## src/rtl/rns503_reverse_converter.sv

```systemverilog
// Residue-to-binary decoder for the RNS {503, 512}: X = r512 + 512*(((r503-r512)*56) mod 503).
// The constant multiply runs bit-serially, MSB first, one bit per cycle, with valid/ready handshakes on both sides.
module rns503_reverse_converter #(
  parameter int unsigned MOD       = 503,
  parameter int unsigned INV_CONST = 56,
  parameter int unsigned INV_BITS  = 6
) (
  input  logic        clk,
  input  logic        rst_n,
  input  logic        in_valid,
  output logic        in_ready,
  input  logic [8:0]  r503,
  input  logic [8:0]  r512,
  output logic        out_valid,
  input  logic        out_ready,
  output logic [17:0] x,
  output logic        err
);

  localparam int unsigned IW = (INV_BITS > 1) ? $clog2(INV_BITS) : 1;
  localparam logic [9:0] MOD10 = 10'(MOD);
  localparam logic [INV_BITS-1:0] INV_VEC = INV_BITS'(INV_CONST);

  typedef enum logic [1:0] {
    S_IDLE,
    S_PREP,
    S_MUL,
    S_OUT
  } state_t;

  state_t state, state_next;

  logic [8:0]    r503_q;
  logic [8:0]    r512_q;
  logic          err_q;
  logic [8:0]    d_q;
  logic [8:0]    acc_q;
  logic [IW-1:0] idx_q;
  logic [17:0]   x_q;
  logic          err_out_q;

  // PREP datapath: d = (r503 - (r512 mod 503)) mod 503
  logic [9:0] r512_e;
  logic [9:0] r503_e;
  logic [9:0] b10;
  logic [9:0] d10;
  logic [8:0] d_calc;

  always_comb begin
    r512_e = {1'b0, r512_q};
    r503_e = {1'b0, r503_q};
    b10    = (r512_e >= MOD10) ? (r512_e - MOD10) : r512_e;
    if (r503_e >= b10) begin
      d10 = r503_e - b10;
    end else begin
      d10 = r503_e + MOD10 - b10;
    end
    d_calc = err_q ? '0 : d10[8:0];
  end

  // MUL datapath: one Horner step acc = 2*acc (+ d) reduced mod 503 after each add
  logic [9:0]  dbl;
  logic [9:0]  dbl_r;
  logic [9:0]  sum;
  logic [9:0]  sum_r;
  logic [8:0]  acc_next;
  logic [17:0] x_calc;
  logic        cur_bit;

  always_comb begin
    cur_bit = INV_VEC[idx_q];
    dbl     = {acc_q, 1'b0};
    dbl_r   = (dbl >= MOD10) ? (dbl - MOD10) : dbl;
    sum     = dbl_r;
    if (cur_bit) begin
      sum = dbl_r + {1'b0, d_q};
    end
    sum_r    = (sum >= MOD10) ? (sum - MOD10) : sum;
    acc_next = sum_r[8:0];
    x_calc   = err_q ? '0 : ({9'b0, r512_q} + {acc_next, 9'b0});
  end

  always_ff @(posedge clk) begin
    if (!rst_n) begin
      state <= S_IDLE;
    end else begin
      state <= state_next;
    end
  end

  always_comb begin
    state_next = state;
    in_ready   = 1'b0;
    out_valid  = 1'b0;
    unique case (state)
      S_IDLE: begin
        in_ready = 1'b1;
        if (in_valid) begin
          state_next = S_PREP;
        end
      end
      S_PREP: begin
        state_next = S_MUL;
      end
      S_MUL: begin
        if (idx_q == '0) begin
          state_next = S_OUT;
        end
      end
      S_OUT: begin
        out_valid = 1'b1;
        if (out_ready) begin
          state_next = S_IDLE;
        end
      end
      default: state_next = S_IDLE;
    endcase
  end

  always_ff @(posedge clk) begin
    if (!rst_n) begin
      r503_q    <= '0;
      r512_q    <= '0;
      err_q     <= 1'b0;
      d_q       <= '0;
      acc_q     <= '0;
      idx_q     <= '0;
      x_q       <= '0;
      err_out_q <= 1'b0;
    end else begin
      unique case (state)
        S_IDLE: begin
          if (in_valid) begin
            r503_q <= r503;
            r512_q <= r512;
            err_q  <= ({1'b0, r503} >= MOD10);
          end
        end
        S_PREP: begin
          d_q   <= d_calc;
          acc_q <= '0;
          idx_q <= IW'(INV_BITS - 1);
        end
        S_MUL: begin
          acc_q <= acc_next;
          idx_q <= idx_q - 1'b1;
          if (idx_q == '0) begin
            x_q       <= x_calc;
            err_out_q <= err_q;
          end
        end
        default: begin
        end
      endcase
    end
  end

  assign x   = x_q;
  assign err = err_out_q;

endmodule

```

## config.mk

```make
export PLATFORM = sky130hd
export DESIGN_NAME = rns503_reverse_converter
export DESIGN_NICKNAME = d
export VERILOG_FILES = /design/src/rtl/rns503_reverse_converter.sv
export SDC_FILE = /design/constraint.sdc
export NUM_CORES = 1
export LEC_CHECK = 0
export BUFFER_PORTS_ARGS = -buffer_cell sky130_fd_sc_hd__buf_2
export CAP_MARGIN = 20
export CORE_ASPECT_RATIO = 1.1
export CORE_UTILIZATION = 50
export CTS_BUF_LIST = sky130_fd_sc_hd__clkbuf_16
export CTS_CLUSTER_DIAMETER = 30
export CTS_CLUSTER_SIZE = 8
export DETAILED_ROUTE_END_ITERATION = 8
export GPL_TIMING_DRIVEN = 0
export PLACE_DENSITY = 0.69
export SYNTH_ARGS = -nofsm -noshare
export SYNTH_HDL_FRONTEND = slang
export SYNTH_SLANG_ARGS = --single-unit
```

## constraint.sdc

```tcl
create_clock -name clk -period 3.9 [get_ports clk]
set_input_delay 0.195 -clock clk [delete_from_list [all_inputs] [get_ports clk]]
set_output_delay 0.195 -clock clk [all_outputs]
set_load 0.05 [all_outputs]
```

After elaboration in Yosys (flattened, before gate mapping)
Memories as Yosys holds them, arrays and structs flattened. A register that Yosys moved wholly into a read port is not among the register bits.
Cells that the tools add are included.

storage, ports and cells
  register bits = 61
  bits in read-only memories = 8
  input port bits = 22
  output and inout port bits = 21
  word-level logic and storage cells = 55
  memories kept = 1

memory list
  memory            depth  width  rd ports  clocked after Yosys merged registers in  write ports  RTL line  text
  (name not given)  8      1      1         1                                        0            71        cur_bit = INV_VEC[idx_q];

operators by class
  add/sub/neg operators = 9
  order comparisons = 6
  equality and inequality tests = 6
  mux-type cells = 18
  reductions and logical operators = 6

operators with widths
  kind                     count
  $mux W10                 3
  $mux W9                  3
  $ge A10 B9 Y1 const B    2
  $add A9 B18 Y18          1
  $ge A9 B9 Y1 const B     2
  $mux W18                 1
  $pmux W9 S2              1
  $sub A9 B9 Y9            2
  $add A10 B9 Y10          1
  $ge A9 B10 Y1            1
  $sub A10 B9 Y10 const B  1
  $sub A9 B9 Y10 const B   1
  $add A9 B9 Y9 const B    1
  $sub A9 B9 Y9 const B    1
  $pmux W2 S4              1
  $mux W2                  3
  $mux W3                  2
  $ne A2 B2 Y1 const B     3
  $pmux W3 S2              1
  $eq A2 B2 Y1 const B     2
  $lt A3 B4 Y1 const B     1
  $reduce_and A2 Y1        2
  $logic_not A3 Y1         1
  $mux W1                  3
  5 further kinds          5

Depth between registers and ports, before layout
  depth after elaboration = 8
  depth in mapped cells = 18
  gate-level depth less buffers = 18

Worst setup path before layout
No wires, ideal clock.

  path type = register to register
  start point = register r512_q[0]
  end point = register d_q[8]
  library setup time = 0.062 ns
  arrival = 3.350 ns
  required time = 3.838 ns
  path slack = 0.489 ns
  stages on the path, launching flop included = 18
  buffers on the path = 0
  clock period less this slack = 3.411 ns
  cells stage by stage = dfxtp_1 ha_1 a21oi_1 nor2_1 nand2_1 mux2_2 inv_1 ha_1 inv_1 fa_1 nor2b_1 o21ai_0 a21oi_1 o41ai_1 xnor2_1 mux2i_1 or4_1 nand3_1

on the way
  longest elaborated chain between the ends = 5
  elaborated cells between the ends (all ways) = 8
  those cells by class = 3 x add/sub; 2 x order compare; 3 x mux

RTL lines
  what                                                   RTL line  text
  start: declaration                                     34        logic [8:0] r512_q;
  start signal: assignment                               135       r512_q <= r512;
  $sub A9 B9 Y10 / $ge A9 B9 Y1 (equally long branches)  52        b10 = (r512_e >= MOD10) ? (r512_e - MOD10) : r512_e;
  $mux W10 *                                             52
  $sub A9 B9 Y9 (tied with other cells)                  56        d10 = r503_e + MOD10 - b10;
  $mux W9 *                                              53        if (r503_e >= b10) begin
  $mux W9 *                                              58        d_calc = err_q ? '0 : d10[8:0];
  end signal: assignment                                 140       d_q <= d_calc;
  end: declaration                                       36        logic [8:0] d_q;

Mark *: on every way between the ends. The rest lies on a longest branch, timed or not.
A chain may end at the register's enable or synchronous reset.

Final worst setup path
Ends and elaborated chain as after synthesis.

==> summary.txt <==
Status
  – Status: finished clean

Timing
  – Worst Skew: 0.008022 ns
  – Final Hold Fails: 0
  – Final slew viol count: 0
  – Fmax achieved: 268.4 MHz
  – Unrepaired setup endpoints after global routing: true
  – Slew HR: 0.5448
  – Post-route setup slack: 0.1736 ns
  – Final Critical Period: 3.726 ns
  – Worst Tran Pin Value: 0.6776 ns
  – Final setup viols: 0
  – Period Utilization, post-route: 0.9555

Placed design
  – Placer congestion estimate: 0.8876
  – Detailed Place HPWL: 8544 um
  – Inst Count DP: 749
  – Pre-CTS setup slack: -0.1901 ns
  – Post-DP Area: 4907 um^2
  – Port buffer count: 42

Logic synthesis
  – Synthesized area: 4554 um^2
  – Mapped Nets: 661
  – Mean Syn Cell Area: 7.680 um^2
  – XOR/XNOR Fraction of Synth Area: 0.03269
  – Yosys Warn Count: 0
  – Distinct cells, synth: 64
  – Synth Area in Compound Gates: 0.2074
  – Largest family of logic cells by synthesized area: simple AND/OR/NAND/NOR gates
  – Post-synth EDFFs: 0
  – Synth Area in Adders: 0.1346
  – Mapped Cells: 593
  – Synth Area in Simple Gates: 0.2475
  – Most used flip-flop cell after synthesis: dfxtp_1
  – Synthesized flop and latch total: 62
  – Multiplexer area fraction after synthesis: 0.04066
  – Post-synth ARST share: 0
  – Register area share after synthesis: 0.2725

Worst setup path
  – Critical Setup Path Class: register to register
  – Reg-to-Reg End: d_q[8]
  – Worst Path Arrival: 3.99 ns
  – Worst path buffer plus inverter count: 2
  – Crit start category: register
  – Critical-path cell list: ha_1, a21oi_1, nor2_2, nand2_2, mux2_2, inv_1, ha_1, inv_1, fa_1, nor2b_1, o21ai_0, a21oi_1, o41ai_2, xnor2_1, mux2i_1, or4_1, nand3_1
  – CP max stage cell: fa_1
  – Crit path max fanout: 6
  – R2R cell count: 17
  – CP top delay family: adder cells
  – R2r setup slk: 0.17 ns
  – CP required: 4.16 ns
  – Crit-path max cell delay: 0.48 ns
  – Reg2Reg Launch Point: r512_q[0]
  – CP endpoint kind: register

Clock tree
  – Sink Count: 62
  – Clock transition at the registers of the reported paths: 0.05 ns
  – Skew-Pair Late Insertion Delay: 0.33 ns
  – # hold bufs at CTS: 0
  – Num CTS Buffers: 9
  – Clk buf depth: 2
  – TritonCTS clock tree: built
  – Htree depth: 3
  – Clock tree root buffer cell: clkbuf_16

Die
  – Row cnt: 36
  – I/O Pins: 43
  – Core area: 8874 um^2
  – Die Wd: 93 um
  – Die extent in y: 102.1 um
  – Die Area: 9495 um^2
  – Starting Density: 0.5133

GRT
  – Number of global-route vias before repair: 3944
  – Largest net degree at the start of global routing: 12
  – Remaining global-route overflow: 0
  – Initial antenna violation count: 0
  – Total track usage: 0.2395
  – Global-route wire length before repair: 18060 um

Layout
  – Area Growth Syn to Fin: 15.99%
  – # nets final: 715
  – Diode count: 0
  – Share of cells above drive strength 1: 0.1304
  – Commonest non-fill, non-tap cells in the layout: nand2_1, dfxtp_1, a21oi_1
  – Fin area: 5283 um^2
  – Number of non-filler instances in the completed layout: 766
  – Commonest non-fill, non-tap cell in the layout: nand2_1

Routing
  – DRT iter0 DRCs: 196
  – DRT Wirelength: 10970 um
  – Mean routed wirelength per cell: 14.31 um
  – ANT nets after route: 0
  – DRC viols: 0
  – Vias: 4293
  – TritonRoute pass-1 iters: 5
  – Vias per cell: 5.604

Hold path
  – Min-Delay Startpoint: r512[8]
  – Tightest Hold Check Type: input pin to register
  – Hold path cells: 3
  – Worst Hold End: r512_q[8]

Power
  – LEAKAGE: 2.222 nW
  – Worst VDD drop: 295.4 uV
  – Pwr Density: 624.8 nW/um^2

Job
  – MaxCap Viol Count: 0
## final cells by class
cell class / count / area [um^2]
plain buffers: 25 / 108.9
clock buffers: 9 / 225.2
clock inverters: 7 / 66.31
fillers: 816 / 3591
inverters: 49 / 183.9
multi-input cells: 456 / 3089
flip-flops and latches: 62 / 1241
well taps: 114 / 142.6
repair buffers: 44 / 225.2
## worst reg2reg max path: stages (launching register included)
cell and delay, ns:
dfxtp_1 0.37, ha_1 0.24, a21oi_1 0.21, nor2_2 0.07, nand2_2 0.15, mux2_2 0.38
inv_1 0.07, ha_1 0.16, inv_1 0.08, fa_1 0.48, nor2b_1 0.05, o21ai_0 0.20
a21oi_1 0.14, o41ai_2 0.31, xnor2_1 0.19, mux2i_1 0.12, or4_1 0.40, nand3_1 0.08
## repair_timing
action,CTS,global route
buffers inserted,2,0
pin swaps,1,1
gates resized for setup,2,12
hold endpoints to repair,0,0
cloned,0,0
endpoints found under the setup margin,13,27
## registers in the layout, summed over array words and instances (netlist names), 2 cells and up
signal  flops
idx_q       3
d_q         9
acc_q       9
state       2
r503_q      9
x          18
r512_q      9
## per-stage QoR
step / setup TNS, ns / hold slack, ns / total power [mW] / util
2_1_floorplan: 0 / 0.3310 / 2.134 / -
3_3_place_gp: -0.4025 / 0.4332 / 2.441 / 0.5530
3_5_place_dp: -1.135 / 0.4373 / 2.492 / 0.5530
4_1_cts: 0 / 0.09212 / 3.284 / 0.5887
5_1_grt: -0.07164 / 0.1051 / 3.558 / 0.5953
6_report: 0 / 0.1004 / 3.301 / 0.5953
## report_power, final
part	internal [mW]	switching, mW
Clock	0.489	0.291
Combinational	0.674	1.00
Sequential	0.748	0.0988
## how the worst max path moves through the flow
stage | cells past startpoint | endpoint | from
after floorplan | 17 | d_q[8] | r512_q[0]
after global placement | 14 | acc_q[4] | acc_q[4]
after detailed placement | 14 | acc_q[4] | acc_q[4]
after CTS | 17 | d_q[8] | r512_q[0]
after global routing | 17 | d_q[8] | r512_q[0]
final | 17 | d_q[8] | r512_q[0]
## synth_stat cells (5+ instances only)
cell	number	area (um^2)
a211oi_1	5	37.54
a21oi_1	56	280.3
a221oi_1	5	43.79
a31oi_1	8	50.05
and2_1	10	62.56
and3_1	5	31.28
clkbuf_1	18	67.56
dfxtp_1	62	1241
fa_1	5	100.1
ha_1	41	513.0
inv_1	48	180.2
mux2i_1	14	140.1
nand2_1	85	319.1
nand2b_1	16	100.1
nand3_1	17	85.08
nand4_1	6	37.54
nor2_1	36	135.1
nor2b_1	8	50.05
nor3_1	14	70.07
nor3b_1	9	67.56
o21ai_0	24	120.1
o21ai_1	5	25.02
or4_1	6	45.04
xnor2_1	12	105.1
xor2_1	5	43.79
## kinds of logic (layout without fill, tap and decap cells)
family,Yosys count,in the layout
AO/OA/AOI/OAI,147,147
XOR/XNOR,17,17
adder cells (fa/ha/maj),46,46
buffers and inverters,75,134
flip-flops,62,62
multiplexers,18,18
AND/OR/NAND/NOR,228,228
## metal layers
layer / wire length [um] / global-route usage / share of wire / vias up
met4: 271 / 0.1006 / 0.025 / 0
met2: 5558 / 0.4287 / 0.51 / 89
li1: - / - / - / 2194
met3: 343 / 0.04688 / 0.031 / 23
met5: 0 / 0 / 0 / -
met1: 4792 / 0.2794 / 0.44 / 1987
Note: power is estimated with default switching activity, not from simulation.
